### src/rtl/serial_rx_pkg.sv
// Shared types and helpers for the serial receive scheduler.
//   ch_state_t : per-channel receive state (IDLE, SHIFT, FULL)
//   ch_id_w()  : width of a channel-id field for a given channel count
package serial_rx_pkg;

    typedef enum logic [1:0] {
        IDLE  = 2'd0,
        SHIFT = 2'd1,
        FULL  = 2'd2
    } ch_state_t;

    function automatic int unsigned ch_id_w(input int unsigned n);
        return (n > 1) ? $clog2(n) : 1;
    endfunction

endpackage

### src/rtl/serial_rx_scheduler_lane.sv
// rx_lane: one serial receive channel.
// Shifts in one WORD_W-bit word MSB-first on bit ticks while req is high,
// then holds it (full=1) until granted.
// Optional macro PARITY_CHECK_EN: a trailing even-parity bit follows the
// word; a mismatch drops the word and pulses parity_pulse.
// Ports:
//   clk, reset    : clock, asynchronous active-high reset
//   tick          : bit-rate enable
//   din, req      : serial data bit and frame-active level
//   grant         : arbiter has taken the held word
//   full          : a completed word is held
//   word          : shift register contents
//   abort_pulse   : one clk after a tick where req dropped mid-word
//   parity_pulse  : (PARITY_CHECK_EN) one clk after a bad parity bit
module rx_lane
    import serial_rx_pkg::*;
#(
    parameter int unsigned WORD_W = 32
) (
    input  logic              clk,
    input  logic              reset,
    input  logic              tick,
    input  logic              din,
    input  logic              req,
    input  logic              grant,
    output logic              full,
    output logic [WORD_W-1:0] word,
    output logic              abort_pulse
`ifdef PARITY_CHECK_EN
    ,
    output logic              parity_pulse
`endif
);

    localparam int unsigned CNT_W = $clog2(WORD_W + 1);
    localparam logic [CNT_W-1:0] LAST = CNT_W'(WORD_W - 1);

    ch_state_t         state;
    logic [CNT_W-1:0]  count;
    logic [WORD_W-1:0] sr;

    always_ff @(posedge clk or posedge reset) begin
        if (reset) begin
            state       <= IDLE;
            count       <= '0;
            sr          <= '0;
            abort_pulse <= 1'b0;
`ifdef PARITY_CHECK_EN
            parity_pulse <= 1'b0;
`endif
        end else begin
            abort_pulse <= 1'b0;
`ifdef PARITY_CHECK_EN
            parity_pulse <= 1'b0;
`endif
            case (state)
                IDLE: begin
                    if (tick && req) begin
                        sr    <= {{(WORD_W-1){1'b0}}, din};
                        count <= CNT_W'(1);
                        state <= SHIFT;
                    end
                end
                SHIFT: begin
                    if (tick) begin
                        if (!req) begin
                            state       <= IDLE;
                            count       <= '0;
                            sr          <= '0;
                            abort_pulse <= 1'b1;
                        end
`ifdef PARITY_CHECK_EN
                        else if (count == CNT_W'(WORD_W)) begin
                            // parity bit: word is complete, sr is not shifted
                            count <= '0;
                            if ((^sr) == din) begin
                                state <= FULL;
                            end else begin
                                state        <= IDLE;
                                sr           <= '0;
                                parity_pulse <= 1'b1;
                            end
                        end
`endif
                        else begin
                            sr    <= {sr[WORD_W-2:0], din};
                            count <= count + 1'b1;
`ifndef PARITY_CHECK_EN
                            if (count == LAST) state <= FULL;
`endif
                        end
                    end
                end
                FULL: begin
                    // tick, din and req are ignored until the word is taken
                    if (grant) begin
                        state <= IDLE;
                        count <= '0;
                        sr    <= '0;
                    end
                end
                default: state <= IDLE;
            endcase
        end
    end

    assign full = (state == FULL);
    assign word = sr;

endmodule

### src/rtl/serial_rx_scheduler.sv
// serial_rx_scheduler: multi-channel bit-serial receive controller.
// Generates a bit-rate enable, frames each channel's word capture through
// rx_lane, and round-robin arbitrates completed words into one
// valid/ready output register.
// Optional macro PARITY_CHECK_EN adds a per-frame even-parity bit and the
// parity_err port.
// Ports:
//   clk, reset : clock, asynchronous active-high reset
//   ch_din     : serial data, one bit per channel
//   ch_req     : frame-active level per channel
//   ch_busy    : channel holds a completed word awaiting grant
//   out_valid, out_ready, out_data, out_ch : output stream
//   abort_err  : one-clk pulse, some channel lost ch_req mid-word
//   bit_tick   : one-clk bit-rate strobe
//   parity_err : (PARITY_CHECK_EN) one-clk pulse on a parity mismatch
module serial_rx_scheduler
    import serial_rx_pkg::*;
#(
    parameter  int unsigned NUM_CH  = 4,
    parameter  int unsigned WORD_W  = 32,
    parameter  int unsigned CLK_DIV = 101,
    localparam int unsigned CH_W    = ch_id_w(NUM_CH)
) (
    input  logic              clk,
    input  logic              reset,
    input  logic [NUM_CH-1:0] ch_din,
    input  logic [NUM_CH-1:0] ch_req,
    output logic [NUM_CH-1:0] ch_busy,
    output logic              out_valid,
    input  logic              out_ready,
    output logic [WORD_W-1:0] out_data,
    output logic [CH_W-1:0]   out_ch,
    output logic              abort_err,
    output logic              bit_tick
`ifdef PARITY_CHECK_EN
    ,
    output logic              parity_err
`endif
);

    localparam int unsigned TW = $clog2(CLK_DIV);
    localparam logic [TW-1:0] TICK_LAST = TW'(CLK_DIV - 1);

    logic [TW-1:0]     tick_cnt;
    logic [NUM_CH-1:0] full_vec;
    logic [NUM_CH-1:0] abort_vec;
    logic [NUM_CH-1:0] grant_vec;
    logic [WORD_W-1:0] word_arr [NUM_CH];
    logic [CH_W-1:0]   ptr;
    logic [CH_W-1:0]   grant_id;
    logic              grant_any;
    logic              slot_free;
    logic [CH_W:0]     scan;
`ifdef PARITY_CHECK_EN
    logic [NUM_CH-1:0] parity_vec;
`endif

    always_ff @(posedge clk or posedge reset) begin
        if (reset)                      tick_cnt <= '0;
        else if (tick_cnt == TICK_LAST) tick_cnt <= '0;
        else                            tick_cnt <= tick_cnt + 1'b1;
    end

    assign bit_tick = (tick_cnt == TICK_LAST);

    for (genvar i = 0; i < NUM_CH; i++) begin : g_lane
        rx_lane #(.WORD_W(WORD_W)) u_lane (
            .clk         (clk),
            .reset       (reset),
            .tick        (bit_tick),
            .din         (ch_din[i]),
            .req         (ch_req[i]),
            .grant       (grant_vec[i]),
            .full        (full_vec[i]),
            .word        (word_arr[i]),
            .abort_pulse (abort_vec[i])
`ifdef PARITY_CHECK_EN
            ,
            .parity_pulse(parity_vec[i])
`endif
        );
    end

    assign slot_free = !out_valid || out_ready;

    // First FULL channel at or after the pointer, scanning with wrap.
    always_comb begin
        grant_any = 1'b0;
        grant_id  = '0;
        grant_vec = '0;
        scan      = '0;
        if (slot_free) begin
            for (int unsigned k = 0; k < NUM_CH; k++) begin
                scan = {1'b0, ptr} + (CH_W+1)'(k);
                if (scan >= (CH_W+1)'(NUM_CH)) scan = scan - (CH_W+1)'(NUM_CH);
                if (!grant_any && full_vec[scan[CH_W-1:0]]) begin
                    grant_any = 1'b1;
                    grant_id  = scan[CH_W-1:0];
                end
            end
        end
        if (grant_any) grant_vec[grant_id] = 1'b1;
    end

    always_ff @(posedge clk or posedge reset) begin
        if (reset) begin
            out_valid <= 1'b0;
            out_data  <= '0;
            out_ch    <= '0;
            ptr       <= '0;
        end else if (grant_any) begin
            out_valid <= 1'b1;
            out_data  <= word_arr[grant_id];
            out_ch    <= grant_id;
            ptr       <= (grant_id == CH_W'(NUM_CH - 1)) ? '0 : grant_id + 1'b1;
        end else if (out_valid && out_ready) begin
            out_valid <= 1'b0;
        end
    end

    assign ch_busy   = full_vec;
    assign abort_err = |abort_vec;
`ifdef PARITY_CHECK_EN
    assign parity_err = |parity_vec;
`endif

endmodule

### config.mk
export PLATFORM = sky130hd
export DESIGN_NAME = serial_rx_scheduler
export DESIGN_NICKNAME = d
export VERILOG_FILES = /design/src/rtl/serial_rx_pkg.sv /design/src/rtl/serial_rx_scheduler_lane.sv /design/src/rtl/serial_rx_scheduler.sv
export SDC_FILE = /design/constraint.sdc
export NUM_CORES = 1
export LEC_CHECK = 0
export CAP_MARGIN = 10
export CORE_UTILIZATION = 60
export DETAILED_ROUTE_END_ITERATION = 10
export GPL_ROUTABILITY_DRIVEN = 0
export GPL_TIMING_DRIVEN = 0
export PLACE_DENSITY_LB_ADDON = 0.05
export SKIP_LAST_GASP = 1
export SYNTH_ARGS = -nofsm -noshare
export SYNTH_HDL_FRONTEND = slang
export SYNTH_SLANG_ARGS = --single-unit
### constraint.sdc
create_clock -name clk -period 9.84 [get_ports clk]
set_clock_uncertainty 0.2 [all_clocks]
set_input_delay 2.952 -clock clk [delete_from_list [all_inputs] [get_ports clk]]
set_output_delay 2.952 -clock clk [all_outputs]
set_load 0.02 [all_outputs]
==> flow_metrics.tcl <==
set metrics [dict create \
    routedWlPerCell_um 19.35 \
    worst_slew_pin_slew_ps 743.4 \
    synth_simple_gate_area_frac 0.1126 \
    synth_edf_count 0 \
    num_antenna_cells 0 \
    cap_violations 0 \
    synth_top_flop_cell "dfrtp_1" \
    fill_cells 1381 \
    syn_area_per_cell_um2 9.969 \
    p_per_area_mw_per_mm2 143.0 \
    die_y_um 135.4 \
    dp_hpwl_um 19230 \
    io_buffers 51 \
    relSlewSlack 0.5044 \
    fin_nets 1188 \
    cp_slowest_cell "clkbuf_1" \
    endpoint "g_lane[0].u_lane.word[31]$_DFFE_PP0P_" \
    drt_iter0_drc 812 \
    die_w_um 135.4 \
    clock_path_buffers 3 \
    post_cts_buffers 0 \
    critPathRequiredTime_ps 10000 \
    worst-path-stages 12 \
    grt_use_total 0.3040 \
    grt_max_degree 109 \
    critical_path_class "primary input to flop" \
    final_max_slew_viol_count 0 \
    root_buffer "clkbuf_16" \
    cp_cell_sequence "clkdlybuf4s50_1 -> nand2b_1 -> buf_1 -> o21ai_2 -> clkbuf_1 -> ha_1 -> nand2_1 -> o21ai_2 -> and2_1 -> buf_4 -> clkbuf_1 -> o21ai_0" \
    drc 0 \
    rsz0062_at_grt "false" \
    layout-drive-gt1-share 0.08887 \
    cts-resized-gates 0 \
    finalSetupViolations 0 \
    initial_core_util 0.6151 \
    hold_path.class "flop to flop" \
    cp-startpoint "out_ready" \
    rows 48 \
    cp.arrival_ps 6340 \
    max_freq_mhz 161.9 \
    htree_levels 1 \
    cp_top_family "buffers and inverters" \
    max_stage_delay_ps 570 \
    synth_compound_area_frac 0.1568 \
    cts.sinks 208 \
    status "finished, final reports clean" \
    startpoint_type "primary input" \
    synth_xor_area_frac 0.004922 \
    viasPerCell 6.002 \
    area_delta_synth_final_pct 14.80 \
    fp.coreArea_mm2 0.01736 \
    yosysWarnings 0 \
    antenna_found_initial 0 \
    postLayoutCoreUtil 0.7062 \
    rr_startpoint "g_lane[2].u_lane.state[0]$_DFFE_PP0P_" \
    wl_um 26780 \
    end_kind "flop" \
    synth_seq_cells 208 \
    ir_drop_mv 0.1413 \
    ioPinCount 52 \
    min-delay-start "tick_cnt[4]$_DFF_PP0_" \
    worstSkewPairLatency_ps 510 \
    grt_use_met1 0.4448 \
    dieArea_mm2 0.01833 \
    hold_viol_final 0 \
    cp_max_fo 11 \
    top_usage_layer "met2" \
    vias 8307 \
    met2_usage 0.4695 \
    async_reset_ff_frac 1.000 \
    grt_pass1_vias 8024 \
    cts.clk_slew.worst_paths_ps 60 \
    synth_adder_area_share 0.03516 \
    leakagePower_nw 5.470 \
    path_buf_inv 5 \
    grt_overflow 0 \
    timing.final.crit_period_ps 6176 \
    firstDrtPassIters 5 \
    r2r-end "g_lane[0].u_lane.word[31]$_DFFE_PP0P_" \
    grt_pass1_wl_um 42860 \
    yosysUniqueCellTypes 57 \
    synth_top_family_by_area "compound AO/OA/AOI/OAI gates" \
    postCtsHoldBufs 0 \
    syn-cell-area_mm2 0.01068 \
    yosys-mux-area-fraction 0.1270 \
    synthesis.nets 1112 \
    synthCells 1071 \
    ant_nets 0 \
    rr_worst_depth 14 \
    r2r_slack_ps 5320 \
    cts_tree "done" \
    use_met3 0.04452 \
    fin_hold_ws_ps 287.0 \
    period_share 0.6276 \
    cts_buffers 22 \
    synth_seq_area_share 0.4875 \
]
layer usage:
metal / routed length, um / up-vias
li1: - / 3880
met1: 12340 / 4138
met2: 12070 / 242
met3: 1638 / 47
met4: 738 / 0
met5: 0 / -
how the worst min path moves through the flow:
stage | cells after the start | end | slack (ps)
2_1_floorplan | 1 | tick_cnt[4]$_DFF_PP0_ | 250
3_3_place_gp | 2 | out_ch[0]$_DFFE_PP0P_ | 260
3_5_place_dp | 2 | out_ch[1]$_DFFE_PP0P_ | 270
4_1_cts | 1 | tick_cnt[4]$_DFF_PP0_ | 290
5_1_grt | 1 | tick_cnt[4]$_DFF_PP0_ | 310
6_report | 1 | tick_cnt[4]$_DFF_PP0_ | 290
synthesized netlist by cell type (all sizes together), types with 16 or more instances:
cell	count	area [um2]
o221ai	17	148.9
dfrtp	208	5205
nor2	26	105.1
mux2i	113	1131
nand2	125	484.2
buf	31	236.5
mux2	16	180.2
nand3	20	100.1
o21ai	157	804.5
nand4	30	187.7
clkbuf	45	168.9
inv	108	405.4
o31ai	40	300.3
ha	30	375.4
through the flow:
stage / instances / power (W) / setup slack [ps] / setup TNS (ps) / cell area [um2]
finish: 1384 / 0.001752 / 3664 / 0 / 12260
detailed placement: 1348 / 0.0008981 / 3257 / 0 / 11500
global placement: 1347 / 0.0008969 / -1857 / -383780 / 11470
CTS: 1384 / 0.001764 / 3739 / 0 / 12260
floorplan: 1071 / 0.0008860 / 1007 / 0 / 10680
global route: 1384 / 0.001798 / 3410 / 0 / 12260
registers in the layout, summed over array words and instances (netlist names):
signal,flops
g_lane.u_lane.word,128
out_data,32
g_lane.u_lane.count,24
g_lane.u_lane.state,8
tick_cnt,7
g_lane.u_lane.abort_pulse,4
out_ch,2
ptr,2
out_valid,1
cell families after synthesis:
logic type,Yosys count
AO/OA/AOI/OAI,263
AND/OR/NAND/NOR,249
flip-flops,208
buffers and inverters,184
multiplexers,131
adder cells (fa/ha/maj),30
XOR/XNOR,6
power breakdown:
part | leakage, nW | internal (W) | switching (W) | total [W]
Sequential | 2.70 | 0.000856 | 0.000000706 | 0.000857
Clock | 0.374 | 0.000530 | 0.000342 | 0.000871
Combinational | 2.39 | 0.00000586 | 0.0000188 | 0.0000247
final cells by class:
class / count / area (um2) / area share
Clock buffer: 27 / 630.6 / 0.05145
Tap cell: 225 / 281.5 / 0.02297
Clock inverter: 9 / 122.6 / 0.01000
Sequential cell: 208 / 5205 / 0.4247
Buffer: 76 / 405.4 / 0.03307
Multi-Input combinational cell: 679 / 4661 / 0.3803
Inverter: 108 / 412.9 / 0.03369
Timing Repair Buffer: 52 / 538.0 / 0.04390
cell usage in the layout, fill, tap and decap left out, types with 12 or more instances in the layout:
cell type / instances
clkdlybuf4s50_1: 51
o21ai_0: 134
inv_1: 106
nand4_1: 30
dfrtp_1: 208
clkbuf_1: 45
o221ai_1: 17
ha_1: 30
nand3_1: 20
o31ai_1: 40
nand2_1: 123
mux2_2: 16
nor2_1: 25
mux2i_1: 113
buf_2: 12
clkbuf_16: 23
o21ai_1: 18
No activity file was read; power rests on OpenSTA's default activity.
